File: config.mk
export PLATFORM = sky130hd
export DESIGN_NAME = ps2_mouse_rx_flat
export DESIGN_NICKNAME = d
export VERILOG_FILES = /design/src/rtl/ps2_mouse_rx_if.sv /design/src/rtl/ps2_mouse_rx.sv /design/src/flat_wrapper.sv
export SDC_FILE = /design/constraint.sdc
export NUM_CORES = 1
export LEC_CHECK = 0
export ABC_AREA = 1
export CAP_MARGIN = 30
export CORE_UTILIZATION = 63
export DETAILED_ROUTE_END_ITERATION = 8
export MAX_ROUTING_LAYER = met4
export PLACE_DENSITY = 0.95
export SYNTH_ARGS = -nofsm -noshare
export SYNTH_HDL_FRONTEND = slang
export SYNTH_SLANG_ARGS = --single-unit
File: constraint.sdc
create_clock -name clk -period 5.5 [get_ports clk]
set_input_delay 1.1 -clock clk [delete_from_list [all_inputs] [get_ports clk]]
set_output_delay 1.1 -clock clk [all_outputs]
set_load 0.02 [all_outputs]
File: src/rtl/ps2_mouse_rx_if.sv
// PS/2 mouse receiver output bundle.
// Decoded movement, buttons and status pulses.
interface ps2_mouse_rx_if;
    logic [7:0] mouse_x;
    logic       is_mouse_x_neg;
    logic [7:0] mouse_y;
    logic       is_mouse_y_neg;
    logic [2:0] mouse_buttons;
    logic       o_valid;
    logic       o_err;

    modport master (
        output mouse_x, is_mouse_x_neg,
        output mouse_y, is_mouse_y_neg,
        output mouse_buttons, o_valid, o_err
    );

    modport slave (
        input mouse_x, is_mouse_x_neg,
        input mouse_y, is_mouse_y_neg,
        input mouse_buttons, o_valid, o_err
    );
endinterface

File: src/rtl/ps2_mouse_rx.sv
// PS/2 mouse receiver: line filter, byte deframer,
// 3-byte packet assembly and sign-magnitude deltas.
module ps2_mouse_rx #(
    parameter int FILTER_LEN     = 8,
    parameter int TIMEOUT_CYCLES = 100000
) (
    input  logic           clk,
    input  logic           arst,
    input  logic           ps2_clk,
    input  logic           ps2_data,
    ps2_mouse_rx_if.master mo
);
    localparam int FCW = $clog2(FILTER_LEN + 1);
    localparam int TCW = $clog2(TIMEOUT_CYCLES + 1);
    localparam logic [FCW-1:0] F_LAST = FCW'(FILTER_LEN - 1);
    localparam logic [TCW-1:0] TO_MAX = TCW'(TIMEOUT_CYCLES);

    typedef enum logic [1:0] {IDLE, DATA, PARITY, STOP} byte_st_t;
    typedef enum logic [1:0] {BYTE0, BYTE1, BYTE2} pkt_st_t;

    logic [1:0]     clk_s_q, dat_s_q;
    logic [FCW-1:0] fcnt_q;
    logic           filt_q, filt_prev_q;
    logic           fall, bit_in;

    byte_st_t       bst_q, bst_d;
    pkt_st_t        pst_q, pst_d;
    logic [2:0]     bcnt_q, bcnt_d;
    logic [7:0]     sh_q, sh_d;
    logic           perr_q, perr_d;
    logic [7:0]     b0_q, b0_d, b1_q, b1_d;
    logic [TCW-1:0] to_q, to_d;
    logic [7:0]     x_q, x_d, y_q, y_d;
    logic           xn_q, xn_d, yn_q, yn_d;
    logic [2:0]     btn_q, btn_d;
    logic           valid_q, valid_d, err_q, err_d;

    // Returns {neg, mag}; -256 and overflow both clamp to 255.
    function automatic logic [8:0] conv(
        input logic s, input logic ovf, input logic [7:0] b
    );
        if (ovf)            conv = {s, 8'hFF};
        else if (!s)        conv = {1'b0, b};
        else if (b == 8'h0) conv = {1'b1, 8'hFF};
        else                conv = {1'b1, ~b + 8'd1};
    endfunction

    // Two-flop synchronisers for both PS/2 lines (idle high).
    always_ff @(posedge clk or posedge arst) begin
        if (arst) begin
            clk_s_q <= 2'b11;
            dat_s_q <= 2'b11;
        end else begin
            clk_s_q <= {clk_s_q[0], ps2_clk};
            dat_s_q <= {dat_s_q[0], ps2_data};
        end
    end

    // Glitch filter: level follows only after a run of differing samples.
    always_ff @(posedge clk or posedge arst) begin
        if (arst) begin
            filt_q      <= 1'b1;
            filt_prev_q <= 1'b1;
            fcnt_q      <= '0;
        end else begin
            filt_prev_q <= filt_q;
            if (clk_s_q[1] == filt_q) begin
                fcnt_q <= '0;
            end else if (fcnt_q == F_LAST) begin
                filt_q <= clk_s_q[1];
                fcnt_q <= '0;
            end else begin
                fcnt_q <= fcnt_q + 1'b1;
            end
        end
    end

    assign fall   = filt_prev_q & ~filt_q;
    assign bit_in = dat_s_q[1];

    // Next-state for byte/packet FSMs, timeout and decoded outputs.
    always_comb begin
        bst_d   = bst_q;
        pst_d   = pst_q;
        bcnt_d  = bcnt_q;
        sh_d    = sh_q;
        perr_d  = perr_q;
        b0_d    = b0_q;
        b1_d    = b1_q;
        to_d    = to_q;
        x_d     = x_q;
        xn_d    = xn_q;
        y_d     = y_q;
        yn_d    = yn_q;
        btn_d   = btn_q;
        valid_d = 1'b0;
        err_d   = 1'b0;

        if (fall) begin
            to_d = '0;
        end else if ((bst_q != IDLE || pst_q != BYTE0) && to_q != TO_MAX) begin
            to_d = to_q + 1'b1;
            if (to_d == TO_MAX) begin
                err_d = 1'b1;
                bst_d = IDLE;
                pst_d = BYTE0;
            end
        end

        if (fall) begin
            unique case (bst_q)
                IDLE: begin
                    if (!bit_in) begin
                        bst_d  = DATA;
                        bcnt_d = '0;
                        perr_d = 1'b0;
                    end
                end
                DATA: begin
                    sh_d   = {bit_in, sh_q[7:1]};
                    bcnt_d = bcnt_q + 1'b1;
                    if (bcnt_q == 3'd7) bst_d = PARITY;
                end
                PARITY: begin
                    perr_d = ~(^{sh_q, bit_in});
                    bst_d  = STOP;
                end
                STOP: begin
                    bst_d = IDLE;
                    if (!bit_in || perr_q) begin
                        err_d = 1'b1;
                        pst_d = BYTE0;
                    end else begin
                        unique case (pst_q)
                            BYTE0: begin
                                if (sh_q[3]) begin
                                    b0_d  = sh_q;
                                    pst_d = BYTE1;
                                end else begin
                                    err_d = 1'b1;
                                end
                            end
                            BYTE1: begin
                                b1_d  = sh_q;
                                pst_d = BYTE2;
                            end
                            BYTE2: begin
                                {xn_d, x_d} = conv(b0_q[4], b0_q[6], b1_q);
                                {yn_d, y_d} = conv(b0_q[5], b0_q[7], sh_q);
                                btn_d   = b0_q[2:0];
                                valid_d = 1'b1;
                                pst_d   = BYTE0;
                            end
                            default: pst_d = BYTE0;
                        endcase
                    end
                end
                default: bst_d = IDLE;
            endcase
        end

        if (valid_d) err_d = 1'b0;
    end

    // State and output registers.
    always_ff @(posedge clk or posedge arst) begin
        if (arst) begin
            bst_q   <= IDLE;
            pst_q   <= BYTE0;
            bcnt_q  <= '0;
            sh_q    <= '0;
            perr_q  <= 1'b0;
            b0_q    <= '0;
            b1_q    <= '0;
            to_q    <= '0;
            x_q     <= '0;
            xn_q    <= 1'b0;
            y_q     <= '0;
            yn_q    <= 1'b0;
            btn_q   <= '0;
            valid_q <= 1'b0;
            err_q   <= 1'b0;
        end else begin
            bst_q   <= bst_d;
            pst_q   <= pst_d;
            bcnt_q  <= bcnt_d;
            sh_q    <= sh_d;
            perr_q  <= perr_d;
            b0_q    <= b0_d;
            b1_q    <= b1_d;
            to_q    <= to_d;
            x_q     <= x_d;
            xn_q    <= xn_d;
            y_q     <= y_d;
            yn_q    <= yn_d;
            btn_q   <= btn_d;
            valid_q <= valid_d;
            err_q   <= err_d;
        end
    end

    assign mo.mouse_x        = x_q;
    assign mo.is_mouse_x_neg = xn_q;
    assign mo.mouse_y        = y_q;
    assign mo.is_mouse_y_neg = yn_q;
    assign mo.mouse_buttons  = btn_q;
    assign mo.o_valid        = valid_q;
    assign mo.o_err          = err_q;
endmodule

File: src/flat_wrapper.sv
// flat-port wrapper written by rule: the top's interface ports become plain ports
module ps2_mouse_rx_flat 
#(
    parameter int FILTER_LEN     = 8,
    parameter int TIMEOUT_CYCLES = 100000
)
  (clk, arst, ps2_clk, ps2_data, mo_mouse_x, mo_is_mouse_x_neg, mo_mouse_y, mo_is_mouse_y_neg, mo_mouse_buttons, mo_o_valid, mo_o_err);
  ps2_mouse_rx_if mo_i ();
  input  logic clk;
  input  logic arst;
  input  logic ps2_clk;
  input  logic ps2_data;
  output wire logic [$bits(mo_i.mouse_x)-1:0] mo_mouse_x;
  output wire logic [$bits(mo_i.is_mouse_x_neg)-1:0] mo_is_mouse_x_neg;
  output wire logic [$bits(mo_i.mouse_y)-1:0] mo_mouse_y;
  output wire logic [$bits(mo_i.is_mouse_y_neg)-1:0] mo_is_mouse_y_neg;
  output wire logic [$bits(mo_i.mouse_buttons)-1:0] mo_mouse_buttons;
  output wire logic [$bits(mo_i.o_valid)-1:0] mo_o_valid;
  output wire logic [$bits(mo_i.o_err)-1:0] mo_o_err;
  assign mo_mouse_x = mo_i.mouse_x;
  assign mo_is_mouse_x_neg = mo_i.is_mouse_x_neg;
  assign mo_mouse_y = mo_i.mouse_y;
  assign mo_is_mouse_y_neg = mo_i.is_mouse_y_neg;
  assign mo_mouse_buttons = mo_i.mouse_buttons;
  assign mo_o_valid = mo_i.o_valid;
  assign mo_o_err = mo_i.o_err;
  ps2_mouse_rx #(.FILTER_LEN(FILTER_LEN), .TIMEOUT_CYCLES(TIMEOUT_CYCLES)) u_core (.clk(clk), .arst(arst), .ps2_clk(ps2_clk), .ps2_data(ps2_data), .mo(mo_i));
endmodule
==> results of run 1 <==
-- flip-flops by register name (all words and copies together), names as in the netlist --
signal,count
u_core.pst_q,2
u_core.bst_q,2
u_core.b0_q,7
u_core.b1_q,8
u_core.perr_q,1
u_core.mo.mouse_buttons,3
u_core.sh_q,8
u_core.to_q,17
u_core.bcnt_q,3
u_core.clk_s_q,2
u_core.mo.mouse_x,8
u_core.mo.o_valid,1
u_core.filt_q,1
u_core.mo.mouse_y,8
u_core.dat_s_q,2
u_core.mo.o_err,1
u_core.fcnt_q,4
u_core.mo.is_mouse_y_neg,1
u_core.filt_prev_q,1
u_core.mo.is_mouse_x_neg,1
-- through the flow --
step	setup WS [ns]	utilization (%)
4_1_cts	3.001	75.98
3_5_place_dp	2.930	72.26
5_1_grt	2.995	75.98
3_3_place_gp	2.962	72.26
2_1_floorplan	2.330	-
6_report	2.994	75.98
-- cell usage in the layout (no fill, tap or decap), drive strengths merged --
master           n
clkinv           4
nor3             8
or2              1
nand3           25
nor4             1
xnor2            7
nand2          120
dfrtp           75
a211oi           1
dfstp            6
buf              1
a22o             1
o22ai            7
nor2            62
a31oi            2
clkbuf           9
nand3b           1
clkdlybuf4s50   26
o21ai           45
xor2            13
bufinv           2
ha              11
inv             61
nand4            9
a21oi           24
-- final cells by class --
type	count	area [µm²]
clock buffer	9	123.9
clock inverter	7	100.1
fill	399	1448
inverter	60	226.5
multi-input combinational	338	1732
sequential	81	2034
tap	75	93.84
timing repair buffer	27	267.8
-- path summary, 6_finish.rpt --
kind | start | to | slack, ns | depth (start not counted)
setup / recovery | u_core.mo.mouse_y[0]$_DFFE_PP0P_ | mo_mouse_y[0] | 2.99 | 1
hold reg to reg | u_core.dat_s_q[0]$_DFF_PP1_ | u_core.dat_s_q[1]$_DFF_PP1_ | 0.36 | 0
setup reg to reg | u_core.to_q[0]$_DFFE_PP0P_ | u_core.to_q[2]$_DFFE_PP0P_ | 3.20 | 9
min in group asynchronous | arst | u_core.mo.mouse_x[6]$_DFFE_PP0P_ | 1.15 | 2
hold / removal | u_core.dat_s_q[0]$_DFF_PP1_ | u_core.dat_s_q[1]$_DFF_PP1_ | 0.36 | 0
max in group asynchronous | arst | u_core.dat_s_q[1]$_DFF_PP1_ | 3.36 | 3
-- synth_stat cells, drive strengths merged, types with 2 or more instances --
library cell	n	area, µm²
nand2	120	460.4
dfrtp	75	1877
nor2	62	252.7
inv	60	225.2
o21ai	45	225.2
nand3	25	125.1
a21oi	24	120.1
xor2	13	113.9
ha	11	137.6
nand4	9	56.30
nor3	8	73.82
o22ai	7	43.79
xnor2	7	61.31
dfstp	6	157.7
clkbuf	5	18.77
a31oi	2	12.51
-- cells by family (layout without fill, tap and decap cells) --
group	after synthesis	count (layout)	synth area share, %
AO/OA/AOI/OAI	80	80	10.72
adder cells (fa/ha/maj)	11	11	3.428
buffers and inverters	66	103	6.201
flip-flops	81	81	50.67
XOR/XNOR	20	20	4.363
AND/OR/NAND/NOR	227	227	24.62
-- metal layers --
metal / wire length [µm] / vias to the layer above / track usage, %
met3: 622 / 32 / 7.333
met5: 0 / - / -
li1: - / 1627 / -
met4: 222 / 0 / 13.68
met2: 4601 / 185 / 49.92
met1: 3987 / 1685 / 39.43
-- power by group --
part | switching, mW | internal [mW]
clock | 0.237 | 0.260
sequential | 0.0549 | 0.653
combinational | 0.218 | 0.0963
==> load_flow_metrics.sql, run 1 <==
INSERT INTO impl_metrics (metric_group, metric, value, unit) VALUES
('placement', 'dpl.hpwl', '6201', 'µm'),
('critical_path', 'critical_path.slowest_cell', 'sky130_fd_sc_hd__clkdlybuf4s50_1', ''),
('floorplan', 'die_area', '6696', 'µm²'),
('detailed_routing', 'wl_per_cell', '15.80', 'µm'),
('power_and_ir_drop', 'totalPowerFinal', '1.519', 'mW'),
('detailed_routing', 'drt_first_pass_iters', '5', ''),
('synth', 'synth.distinct_cells', '27', ''),
('final_layout', 'layout.cell_area.non_filler', '4578', 'µm²'),
('synth', 'synth.avg_cell_area', '8.279', 'µm²'),
('clock_tree', 'post_cts_resize_count', '0', ''),
('floorplan', 'floorplan.core_area', '6026', 'µm²'),
('floorplan', 'io-pin-count', '27', ''),
('sta', 'fin_hold_ws', '0.3582', 'ns'),
('detailed_routing', 'antenna_left', '0', ''),
('clock_tree', 'cts_num_sinks', '81', ''),
('sta', 'achievable-frequency', '399.0', 'MHz'),
('sta', 'slew-limit-headroom', '42.06', '%'),
('placement', 'placedInstanceArea', '4354', 'µm²'),
('synth', 'ys_seq_area_share', '50.67', '%'),
('critical_path', 'cp_top_family', 'buffers and inverters', ''),
('clock_tree', 'path_clk_slew', '0.09', 'ns'),
('floorplan', 'dieHeight', '81.83', 'µm'),
('sta', 'fin_crit_sh', '45.56', '%'),
('sta', 'fin_crit', '2.506', 'ns'),
('clock_tree', 'tritoncts', 'built', ''),
('detailed_routing', 'dr_drc_count', '0', ''),
('floorplan', 'starting_density_of_the_core', '66.63', '%'),
('power_and_ir_drop', 'irDropWorstVdd', '276.2', 'µV'),
('floorplan', 'chip_width', '81.83', 'µm'),
('synth', 'synth.yosys.warnings', '0', ''),
('critical_path', 'timing.setup.critical_path_class', 'reg -> out', ''),
('min_path', 'hold_path_class', 'reg -> reg', ''),
('synth', 'yosys_register_bits', '81', ''),
('placement', 'placedCellCount', '581', ''),
('floorplan', 'num_rows', '28', ''),
('critical_path', 'timing.critical_path.from_type', 'flip-flop', ''),
('run_status', 'status', 'finished clean', ''),
('flow_run', 'max_cap_viol_count', '0', ''),
('placement', 'port_buffers', '26', ''),
('detailed_routing', 'vias', '3529', ''),
('sta', 'worst_clock_skew', '0.01159', 'ns'),
('clock_tree', 'cts-htree-levels', '3', ''),
('synth', 'synthFlopType', 'sky130_fd_sc_hd__dfrtp_1', ''),
('power_and_ir_drop', 'power.density_cell_area', '331.7', 'nW/µm²'),
('detailed_routing', 'route.detailed.vias_per_inst', '5.911', ''),
('sta', 'setup_viol', '0', ''),
('final_layout', 'antenna-diode-count', '0', ''),
('grt', 'first_global_vias', '3317', ''),
('synth', 'postSynth.asyncResetShare', '100.0', '%'),
('placement', 'place.gp.congestion', '0.8913', ''),
('sta', 'grt_setup_unrepaired', 'no', ''),
('power_and_ir_drop', 'static-leakage-power', '2.098', 'nW'),
('synth', 'syn-num-nets', '500', ''),
('critical_path', 'crit_path_max_incr_delay', '0.64', 'ns'),
('grt', 'antenna_found_initial', '0', ''),
('grt', 'grt_start_max_net_pins', '42', ''),
('final_layout', 'drive_gt1_share', '7.854', '%'),
('clock_tree', 'clk_latency', '0.37', 'ns'),
('final_layout', 'final_net_count', '532', ''),
('critical_path', 'critical_path.max_fanout', '2', ''),
('detailed_routing', 'drt_iter0_drc', '408', ''),
('critical_path', 'worstPathArrival', '1.41', 'ns'),
('grt', 'global_route.overflow_total', '0', ''),
('sta', 'finalHoldViolCount', '0', ''),
('clock_tree', 'post_cts_setup_buffer_count', '0', ''),
('detailed_routing', 'postRouteWirelength', '9433', 'µm'),
('synth', 'syn-instance-count', '485', ''),
('grt', 'grt_first_pass_wirelength', '15160', 'µm'),
('clock_tree', 'total_clock_buffers_created_by_cts', '9', ''),
('sta', 'timing_worst_slew_pin_value', '0.8660', 'ns'),
('sta', 'final_total_negative_setup_slack', '0', 'ns'),
('critical_path', 'cp.buffers_inverters', '1', ''),
('critical_path', 'cp_cell_sequence', 'clkdlybuf4s50_1', ''),
('critical_path', 'critPathCaptureType', 'output port', ''),
('synth', 'synth_area', '4015', 'µm²'),
('clock_tree', 'cts-root-buf', 'sky130_fd_sc_hd__clkbuf_8', ''),
('critical_path', 'cp_data_required_time', '4.40', 'ns'),
('clock_tree', 'cts_max_path_buffers', '2', ''),
('synth', 'synth-edff-count', '0', ''),
('final_layout', 'area_growth', '14.02', '%'),
('final_layout', 'final_cells', '597', ''),
('clock_tree', 'cts-hold-fix-buffers', '0', ''),
('grt', 'grt.total_usage', '31.78', '%'),
('sta', 'drv_slew', '0', '');
(Power assumes the default switching activity.)
==> run 2, diff against run 1 <==
CORE_UTILIZATION = 59   (was 63)
PLACE_DENSITY = 0.91   (was 0.95)
clock period = 2.6 ns   (was 5.5 ns; I/O delays follow)
==> run 2 against run 1 <==
The run now ends with design-rule violations left; via count decreased by 5.0%; cell area down 0.49%; routed wire length decreased by 8.2%; critical endpoint is now u_core.bcnt_q[1]$_DFFE_PP0P_; clock-buffer cell count increased by 2; first-iteration DRC count down 29%; global-route usage fell by 3.9 points; cell count grew 0.50%; sequential power grew 110%.
==> load_flow_metrics.sql, run 2 (synthesis gave the netlist of run 1 again) <==
INSERT INTO impl_metrics (metric_group, metric, value, unit) VALUES
('power_and_ir_drop', 'power.density_cell_area', '659.3', 'nW/µm²'),
('critical_path', 'worstPathArrival', '2.19', 'ns'),
('floorplan', 'die_area', '7139', 'µm²'),
('final_layout', 'final_net_count', '533', ''),
('critical_path', 'cp_cell_sequence', 'inv_1 -> nand2_2 -> inv_1 -> nand2_1 -> o21ai_0 -> o21ai_0', ''),
('min_path', 'worst_hold_path.endpoint', 'u_core.clk_s_q[1]$_DFF_PP1_', ''),
('power_and_ir_drop', 'irDropWorstVdd', '458.2', 'µV'),
('final_layout', 'register_area', '2034', 'µm²'),
('critical_path', 'timing.reg2reg.setup_slack', '0.69', 'ns'),
('final_layout', 'filler_cell_count', '457', ''),
('critical_path', 'critical_path.slowest_cell', 'sky130_fd_sc_hd__dfstp_2', ''),
('min_path', 'hp_start', 'u_core.clk_s_q[0]$_DFF_PP1_', ''),
('clock_tree', 'cts-hold-fix-buffers', '0', ''),
('critical_path', 'cp.buffers_inverters', '2', ''),
('critical_path', 'r2r_cells', '6', ''),
('sta', 'slew-limit-headroom', '53.73', '%'),
('sta', 'fin_hold_ws', '0.3584', 'ns'),
('sta', 'fin_crit', '1.914', 'ns'),
('critical_path', 'timing.setup.critical_path_class', 'reg -> reg', ''),
('run_status', 'failed_checks', 'design-rule violations', ''),
('floorplan', 'starting_density_of_the_core', '62.17', '%'),
('critical_path', 'critPathCaptureType', 'flip-flop', ''),
('clock_tree', 'clk_latency', '0.36', 'ns'),
('sta', 'worst_clock_skew', '0.01191', 'ns'),
('floorplan', 'floorplan.core_area', '6459', 'µm²'),
('placement', 'placedCellCount', '584', ''),
('placement', 'dpl.hpwl', '5975', 'µm'),
('min_path', 'hold_path_class', 'reg -> reg', ''),
('detailed_routing', 'vias', '3351', ''),
('final_layout', 'layout.cells.most_common_list', '116 x sky130_fd_sc_hd__nand2_1, 75 x sky130_fd_sc_hd__dfrtp_1, 58 x sky130_fd_sc_hd__nor2_1', ''),
('detailed_routing', 'antenna_left', '0', ''),
('critical_path', 'timing.critical_path.from_type', 'flip-flop', ''),
('sta', 'final_total_negative_setup_slack', '0', 'ns'),
('floorplan', 'num_rows', '29', ''),
('clock_tree', 'cts_max_path_buffers', '2', ''),
('clock_tree', 'post_cts_resize_count', '0', ''),
('final_layout', 'largest_reg_flops', '17', ''),
('final_layout', 'most_common_library_cell_in_the_layout_ignoring_fill_and_taps', 'sky130_fd_sc_hd__nand2_1', ''),
('min_path', 'min_path_cells', '0', ''),
('floorplan', 'chip_width', '84.50', 'µm'),
('grt', 'grt_start_max_net_pins', '82', ''),
('critical_path', 'crit_path_max_incr_delay', '0.56', 'ns'),
('sta', 'drv_slew', '0', ''),
('detailed_routing', 'dr_drc_count', '1', ''),
('flow_run', 'max_cap_viol_count', '0', ''),
('grt', 'first_global_vias', '3251', ''),
('final_layout', 'utilization', '70.53', '%'),
('critical_path', 'worstReg2RegEnd', 'u_core.bcnt_q[1]$_DFFE_PP0P_', ''),
('sta', 'setup_viol', '0', ''),
('sta', 'finalHoldViolCount', '0', ''),
('grt', 'grt_first_pass_wirelength', '15080', 'µm'),
('critical_path', 'critical_path.max_fanout', '18', ''),
('final_layout', 'antenna-diode-count', '0', ''),
('final_layout', 'combined_area_of_the_multi_input_logic_cells', '1732', 'µm²'),
('sta', 'grt_setup_unrepaired', 'no', ''),
('clock_tree', 'cts-htree-levels', '3', ''),
('power_and_ir_drop', 'static-leakage-power', '2.084', 'nW'),
('run_status', 'status', 'complete, but fails checks', ''),
('final_layout', 'final_cells', '600', ''),
('floorplan', 'dieHeight', '84.50', 'µm'),
('clock_tree', 'post_cts_setup_buffer_count', '0', ''),
('detailed_routing', 'wl_per_cell', '14.43', 'µm'),
('clock_tree', 'tritoncts', 'built', ''),
('floorplan', 'io-pin-count', '27', ''),
('sta', 'achievable-frequency', '522.5', 'MHz'),
('clock_tree', 'cts_num_sinks', '81', ''),
('placement', 'place.gp.congestion', '0.8952', ''),
('final_layout', 'area_growth', '13.46', '%'),
('placement', 'port_buffers', '26', ''),
('critical_path', 'cp_top_family', 'simple AND/OR/NAND/NOR gates', ''),
('detailed_routing', 'drt_iter0_drc', '291', ''),
('sta', 'timing_worst_slew_pin_value', '0.6919', 'ns'),
('detailed_routing', 'postRouteWirelength', '8658', 'µm'),
('sta', 'fin_crit_sh', '73.60', '%'),
('critical_path', 'startpoint_of_the_lowest_slack_register_to_register_path', 'u_core.filt_q$_DFFE_PP1P_', ''),
('final_layout', 'drive_gt1_share', '7.839', '%'),
('detailed_routing', 'drt_first_pass_iters', '7', ''),
('grt', 'global_route.overflow_total', '0', ''),
('grt', 'grt.total_usage', '27.92', '%'),
('critical_path', 'cp_data_required_time', '2.87', 'ns'),
('detailed_routing', 'route.detailed.vias_per_inst', '5.585', ''),
('grt', 'antenna_found_initial', '0', ''),
('clock_tree', 'total_clock_buffers_created_by_cts', '9', ''),
('clock_tree', 'path_clk_slew', '0.08', 'ns'),
('clock_tree', 'cts-root-buf', 'sky130_fd_sc_hd__clkbuf_8', ''),
('final_layout', 'max_flop_register', 'u_core.to_q', '');
-- run 2: cell count changes in the layout (fill, tap and decap cells not counted), sizes merged --
cell / delta
clkbuf: +2
clkinv: -1
bufinv: -2
buf: +1
clkinvlp: +1
-- run 2: how the worst max path moves through the flow --
stage / cells after the start / start / slack, ns / to
2_1_floorplan: 1 / arst / 0.01 / u_core.b0_q[0]$_DFFE_PP0P_
6_report: 6 / u_core.filt_q$_DFFE_PP1P_ / 0.69 / u_core.bcnt_q[1]$_DFFE_PP0P_
5_1_grt: 12 / u_core.to_q[1]$_DFFE_PP0P_ / 0.44 / u_core.pst_q[1]$_DFF_PP0_
4_1_cts: 6 / u_core.filt_q$_DFFE_PP1P_ / 0.68 / u_core.bcnt_q[1]$_DFFE_PP0P_
3_3_place_gp: 12 / u_core.to_q[0]$_DFFE_PP0P_ / 0.78 / u_core.pst_q[1]$_DFF_PP0_
3_5_place_dp: 12 / u_core.to_q[0]$_DFFE_PP0P_ / 0.72 / u_core.pst_q[1]$_DFF_PP0_
-- run 2: layer usage --
| layer | track usage, % | vias up | wire [µm] |
|---|---|---|---|
| met5 | - | - | 0 |
| met4 | 11.56 | 0 | 179 |
| met3 | 4.818 | 20 | 477 |
| met2 | 42.65 | 134 | 4038 |
| met1 | 37.30 | 1570 | 3963 |
| li1 | - | 1627 | - |
-- run 2: through the flow --
step                worst slack, ns  cell area [µm²]  power [mW]
detailed placement           0.7228             4375       2.161
finish                       0.6863             4556       3.003
global placement             0.7792             4375       2.118
CTS                          0.6848             4556       3.008
global route                 0.4408             4556       3.181
floorplan                  0.009842             4015       1.977
-- run 2: worst register-to-register path, cell delays in order (launching register included) --
cell,delay [ns]
sky130_fd_sc_hd__dfstp_2,0.56
sky130_fd_sc_hd__inv_1,0.08
sky130_fd_sc_hd__nand2_2,0.16
sky130_fd_sc_hd__inv_1,0.11
sky130_fd_sc_hd__nand2_1,0.42
sky130_fd_sc_hd__o21ai_0,0.28
sky130_fd_sc_hd__o21ai_0,0.22
-- run 2: power breakdown --
part           internal (mW)  switching (mW)  total (mW)
sequential              1.38           0.107        1.49
clock                  0.378           0.466       0.844
combinational          0.218           0.453       0.671
-- run 2: area by class of cell --
class | instances | share of cell area (%)
clock buffer | 11 | 3.104
tap | 77 | 2.115
clock inverter | 5 | 0.8514
inverter | 60 | 4.944
multi-input combinational | 338 | 38.01
timing repair buffer | 28 | 6.317
sequential | 81 | 44.66
